==> config.mk <==
export PLATFORM = sky130hd
export DESIGN_NAME = ram_burst_reader
export DESIGN_NICKNAME = d
export VERILOG_FILES = /design/src/rtl/ram_burst_reader.sv
export SDC_FILE = /design/constraint.sdc
export NUM_CORES = 1
export LEC_CHECK = 0
export ABC_AREA = 1
export ABC_CLOCK_PERIOD_IN_PS = 3440
export BUFFER_PORTS_ARGS = -buffer_cell sky130_fd_sc_hd__buf_2
export CAP_MARGIN = 20
export CORE_UTILIZATION = 37
export DETAILED_ROUTE_END_ITERATION = 8
export RECOVER_POWER = 100
export SETUP_SLACK_MARGIN = 0.4
export SYNTH_ARGS = -nofsm -noshare
export SYNTH_HDL_FRONTEND = slang
export SYNTH_SLANG_ARGS = --single-unit
export TNS_END_PERCENT = 20
==> constraint.sdc <==
create_clock -name clk -period 3.44 [get_ports clk]
set_clock_uncertainty 0.1 [all_clocks]
set_input_delay 0.172 -clock clk [delete_from_list [all_inputs] [get_ports clk]]
set_output_delay 0.172 -clock clk [all_outputs]
set_load 0.01 [all_outputs]
==> src/rtl/ram_burst_reader.sv <==
// ram_burst_reader: sequential read master over a RAM read port.
// Streams `length` words from `start_addr` (wrapping) through a 2-entry FIFO.
module ram_burst_reader #(
  parameter int DATA_WIDTH = 32,
  parameter int RAM_DEPTH  = 256,
  localparam int LB_RAM_DEPTH = $clog2(RAM_DEPTH)
) (
  input  logic                    clk,
  input  logic                    rst,
  input  logic                    start,
  input  logic [LB_RAM_DEPTH-1:0] start_addr,
  input  logic [LB_RAM_DEPTH:0]   length,
  output logic                    busy,
  output logic                    done,
  input  logic [DATA_WIDTH-1:0]   rd_data,
  output logic [LB_RAM_DEPTH-1:0] rd_addr,
  output logic                    rd_valid,
  input  logic                    rd_ready,
  output logic [DATA_WIDTH-1:0]   out_data,
  output logic                    out_valid,
  input  logic                    out_ready
);

  localparam logic [LB_RAM_DEPTH-1:0] LAST_A = LB_RAM_DEPTH'(RAM_DEPTH - 1);
  localparam logic [LB_RAM_DEPTH-1:0] ONE_A  = LB_RAM_DEPTH'(1);
  localparam logic [LB_RAM_DEPTH:0]   ONE_L  = (LB_RAM_DEPTH + 1)'(1);

  typedef enum logic [1:0] {
    S_IDLE,
    S_READ,
    S_DRAIN,
    S_DONE
  } state_e;

  state_e                  state_q, state_d;
  logic [LB_RAM_DEPTH-1:0] addr_q, addr_d;
  logic [LB_RAM_DEPTH:0]   rem_q, rem_d;
  logic [LB_RAM_DEPTH:0]   outst_q, outst_d;

  logic [DATA_WIDTH-1:0]   mem_q [2];
  logic                    wptr_q;
  logic                    rptr_q;
  logic [1:0]              cnt_q;

  logic rd_req;
  logic push;
  logic pop;

  // A request is only raised while a FIFO slot is guaranteed free.
  assign rd_req    = (state_q == S_READ) && (rem_q != '0) && (cnt_q != 2'd2);
  assign rd_valid  = rd_req;
  assign rd_addr   = addr_q;
  assign push      = rd_req && rd_ready;
  assign out_valid = (cnt_q != 2'd0);
  assign out_data  = mem_q[rptr_q];
  assign pop       = out_valid && out_ready;

  // State and burst counter registers.
  always_ff @(posedge clk or posedge rst) begin
    if (rst) begin
      state_q <= S_IDLE;
      addr_q  <= '0;
      rem_q   <= '0;
      outst_q <= '0;
    end else begin
      state_q <= state_d;
      addr_q  <= addr_d;
      rem_q   <= rem_d;
      outst_q <= outst_d;
    end
  end

  // Next-state logic and status outputs.
  always_comb begin
    state_d = state_q;
    addr_d  = addr_q;
    rem_d   = rem_q;
    outst_d = outst_q;
    busy    = 1'b0;
    done    = 1'b0;
    unique case (state_q)
      S_IDLE: begin
        if (start) begin
          if (length != '0) begin
            state_d = S_READ;
            addr_d  = start_addr;
            rem_d   = length;
            outst_d = length;
          end else begin
            state_d = S_DONE;
          end
        end
      end
      S_READ: begin
        busy = 1'b1;
        if (pop) begin
          outst_d = outst_q - ONE_L;
        end
        if (push) begin
          addr_d = (addr_q == LAST_A) ? '0 : addr_q + ONE_A;
          rem_d  = rem_q - ONE_L;
          if (rem_q == ONE_L) begin
            state_d = S_DRAIN;
          end
        end
      end
      S_DRAIN: begin
        busy = 1'b1;
        if (pop) begin
          outst_d = outst_q - ONE_L;
          if (outst_q == ONE_L) begin
            state_d = S_DONE;
          end
        end
      end
      S_DONE: begin
        done    = 1'b1;
        state_d = S_IDLE;
      end
      default: state_d = S_IDLE;
    endcase
  end

  // Two-entry output FIFO; simultaneous push and pop both take effect.
  always_ff @(posedge clk or posedge rst) begin
    if (rst) begin
      for (int i = 0; i < 2; i++) begin
        mem_q[i] <= '0;
      end
      wptr_q <= 1'b0;
      rptr_q <= 1'b0;
      cnt_q  <= 2'd0;
    end else begin
      if (push) begin
        mem_q[wptr_q] <= rd_data;
        wptr_q        <= ~wptr_q;
      end
      if (pop) begin
        rptr_q <= ~rptr_q;
      end
      unique case ({push, pop})
        2'b10:   cnt_q <= cnt_q + 2'd1;
        2'b01:   cnt_q <= cnt_q - 2'd1;
        default: cnt_q <= cnt_q;
      endcase
    end
  end

endmodule

==> impl_metrics.yaml <==
status:
  outcome: "finished, violations left"
  violations: "capacitance limit, slew limit"
global_route:
  use_met2_pct: 29.5
  grt_pass1_vias: 4524
  grt_pass1_wl_mm: 21.1
  grtUsageTotal_pct: 18.4
  use_met3_pct: 4.56
  grt_use_met1_pct: 24.4
  grt_max_degree: 83
  top_usage_layer: "met2"
  grt-ovfl-total: 0
  antenna_found_initial: 0
timing:
  final.setup.worst_slack_ps: 525
  hold_viol_final: 0
  max_freq_mhz: 343
  setup_tns_ps: 0
  post-route-min-period_ps: 2910
  maxSlewHeadroom_pct: -22.9
  setup_viol: 0
  grt_setup_unrepaired: "false"
  worstMarginPinSlew_ps: 1840
  period_share_pct: 84.7
  slew_violations: 134
drt:
  drcViolationCount: 0
  ant_nets: 0
  totalWireLength_mm: 12.8
  drt_iter0_drc: 287
  firstDrtPassIters: 5
  vias_per_cell: 4.83
  via_count: 4764
  wire_per_inst_microns: 13.0
yosys:
  yosys_warnings: 0
  yosysUniqueCellTypes: 31
  yosysTopAreaCellShare_pct: 47.0
  synth_area_leaders: "dfrtp_1 (47%), nand2_1 (18%), o21ai_0 (12%)"
  netlist_area_sq_mm: 0.00511
  yosysSeqAreaShare_pct: 47.0
  synth_nets: 757
  synthCells: 692
  avgSynthCellArea_sq_um: 7.39
  ys_ff_latch: 96
  synth_top_area_cell: "dfrtp_1"
clocking:
  cts_tree: "yes"
  clockBufferDepth: 2
  clk-insertion-delay-late_ps: 340
  root_buffer: "clkbuf_16"
  cts_sinks: 96
  cts-htree-levels: 3
  clkTransAtPathRegs_ps: 60
  cts_buffers: 9
power_and_ir_drop:
  pwr-share-comb_pct: 46.2
  switching_power_mw: 2.62
  switching_share_pct: 45.5
  clkPwrFrac_pct: 17.3
  p_seq_share_pct: 36.5
  p_per_area_mw_per_mm2: 922
  ir_drop_mv: 0.608
  intPower_mw: 3.14
  p_leak_nw: 3.10
place:
  gp_congestion: 0.867
  dp_hpwl_mm: 8.75
  port_buffers: 97
  dp_slack_ps: 753
die:
  pin_count: 98
  start_util_pct: 38.3
  fp-row-count: 42
  die_w_microns: 120
  core_region_area_sq_mm: 0.0133
  die_h_microns: 120
  die_area_sq_mm: 0.0143
run:
  maxCapViolations: 2
critical_path:
  criticalPathCategory: "reg -> reg"
  critPathMaxStageDelay_ps: 490
  crit_chain: "inv_1 > ha_1 > inv_1 > a21oi_4 > nand3_4 > nor2_2 > clkbuf_2 > nand2_1 > nand2_1"
  cp_data_required_time_ps: 3620
  reg2reg_depth: 9
  worst_setup_path_end_kind: "flip-flop"
  start_kind: "flip-flop"
  reg2reg_to: "mem_q[29]$_DFFE_PP0P_"
  critPathSlowestCell: "clkbuf_2"
  cp.arrival_ps: 3090
  worstPathMaxFanout: 37
  r2r-start: "state_q[1]$_DFFE_PP0P_"
  r2r_slack_ps: 530
finish:
  mostFrequentLayoutCells: "nand2_1 (242), o21ai_0 (126), dfrtp_1 (96), inv_1 (74), buf_2 (54)"
  nNetsFinal: 870
  drive_above_1_share_pct: 10.0
  insertedDiodeCount: 0
  layout_commonest_cell: "nand2_1"
  area_growth_pct: 22.3
worst_hold_path:
  min-delay-start: "start_addr[7]"
  worstHoldEndpoint: "rd_addr[7]$_DFFE_PP0P_"
  hold_class: "in -> reg"
  hold_depth: 5
-- flip-flops by register name, summed over array words and instances (netlist names) --
signal / flops
mem_q: 64
rem_q: 9
rd_addr: 8
outst_q: 9
wptr_q: 1
rptr_q: 1
state_q: 2
cnt_q: 2
-- through the flow --
stage / cells / hold slack, ps / instance area (sq um) / power, mW / utilization, %
finish: 986 / 55.4 / 6250 / 5.77 / 46.9
global route: 986 / 75.5 / 6250 / 6.33 / 46.9
CTS: 984 / 12.0 / 6300 / 5.90 / 47.2
detailed placement: 936 / 297 / 5690 / 4.85 / 42.6
global placement: 936 / 299 / 5690 / 4.76 / 42.6
floorplan: 692 / 189 / 5110 / 4.03 / -
-- how the worst max path moves through the flow --
stage          cells past startpoint                     to  slack (ps)                   start
2_1_floorplan                      1   cnt_q[0]$_DFFE_PP0P_         660                     rst
3_3_place_gp                       8   rem_q[1]$_DFFE_PP0P_         840  state_q[1]$_DFFE_PP0P_
3_5_place_dp                       8  mem_q[38]$_DFFE_PP0P_         750  state_q[1]$_DFFE_PP0P_
4_1_cts                            8  mem_q[38]$_DFFE_PP0P_         750  state_q[1]$_DFFE_PP0P_
5_1_grt                            9  mem_q[10]$_DFFE_PP0P_         210  state_q[1]$_DFFE_PP0P_
6_report                           9  mem_q[29]$_DFFE_PP0P_         530  state_q[1]$_DFFE_PP0P_
-- routing by layer --
layer | part of all wire [%] | wire length, microns
met5 | 0 | 0
met4 | 0.83 | 106
met3 | 5.3 | 683
met2 | 47 | 5940
met1 | 47 | 6040
-- cells in the mapped netlist --
| cell | instances |
|---|---|
| a21boi_0 | 1 |
| a21oi_1 | 3 |
| a21oi_4 | 1 |
| and2_1 | 1 |
| buf_1 | 1 |
| buf_2 | 9 |
| buf_4 | 6 |
| buf_6 | 1 |
| clkbuf_1 | 16 |
| dfrtp_1 | 96 |
| ha_1 | 11 |
| inv_1 | 74 |
| inv_2 | 1 |
| nand2_1 | 242 |
| nand2_2 | 2 |
| nand3_1 | 35 |
| nand3_4 | 1 |
| nand4_1 | 8 |
| nor2_1 | 37 |
| nor2_2 | 1 |
| nor2_4 | 1 |
| nor3_1 | 2 |
| nor3b_1 | 1 |
| o21a_1 | 1 |
| o21ai_0 | 120 |
| o21ai_1 | 7 |
| o21bai_1 | 1 |
| o22ai_1 | 2 |
| or2_2 | 2 |
| xnor2_1 | 3 |
| xor2_1 | 5 |
-- worst max-delay path: cells and delay by family, from the launching register on --
| kind | cells | cell delay [ps] |
|---|---|---|
| compound gates | 1 | 250 |
| buf+inv | 3 | 840 |
| simple gates | 4 | 1030 |
| fa+ha+maj | 1 | 170 |
| flops | 1 | 420 |
-- cell type report --
type	count	area, sq um
inverter	75	283
timing repair buffer	135	795
sequential	96	2400
fill	1395	7090
tap	176	220
multi-input combinational	488	2270
clock inverter	4	52.6
clock buffer	12	236
-- cell families (layout without fill, tap and decap cells) --
logic type                 count (synthesis)  in the layout  synth area share (%)
adders and majority gates                 11             11                  2.69
xor gates and xnor gates                   8              8                  1.37
DFF                                       96             96                  47.0
buffers and inverters                    108            226                  8.73
AOI/OAI and AO/OA                        136            136                  13.7
and+or+nand+nor                          333            333                  26.5
-- what timing repair did --
action / 4_1_cts / 5_1_grt
buffers inserted: 0 / 0
hold buffers: 32 / 1
hold endpoints to repair: 64 / 15
resized for setup: 0 / 0
-- power by group through the flow --
stage / clock network [mW] / logic [mW] / registers [mW]
6_report: 0.998 / 2.66 / 2.11
5_1_grt: 1.07 / 3.07 / 2.19
4_1_cts: 1.03 / 2.77 / 2.11
3_5_place_dp: 0 / 2.73 / 2.13
3_3_place_gp: 0 / 2.65 / 2.11
2_1_floorplan: 0 / 2.08 / 1.95
(Power assumes the default switching activity.)
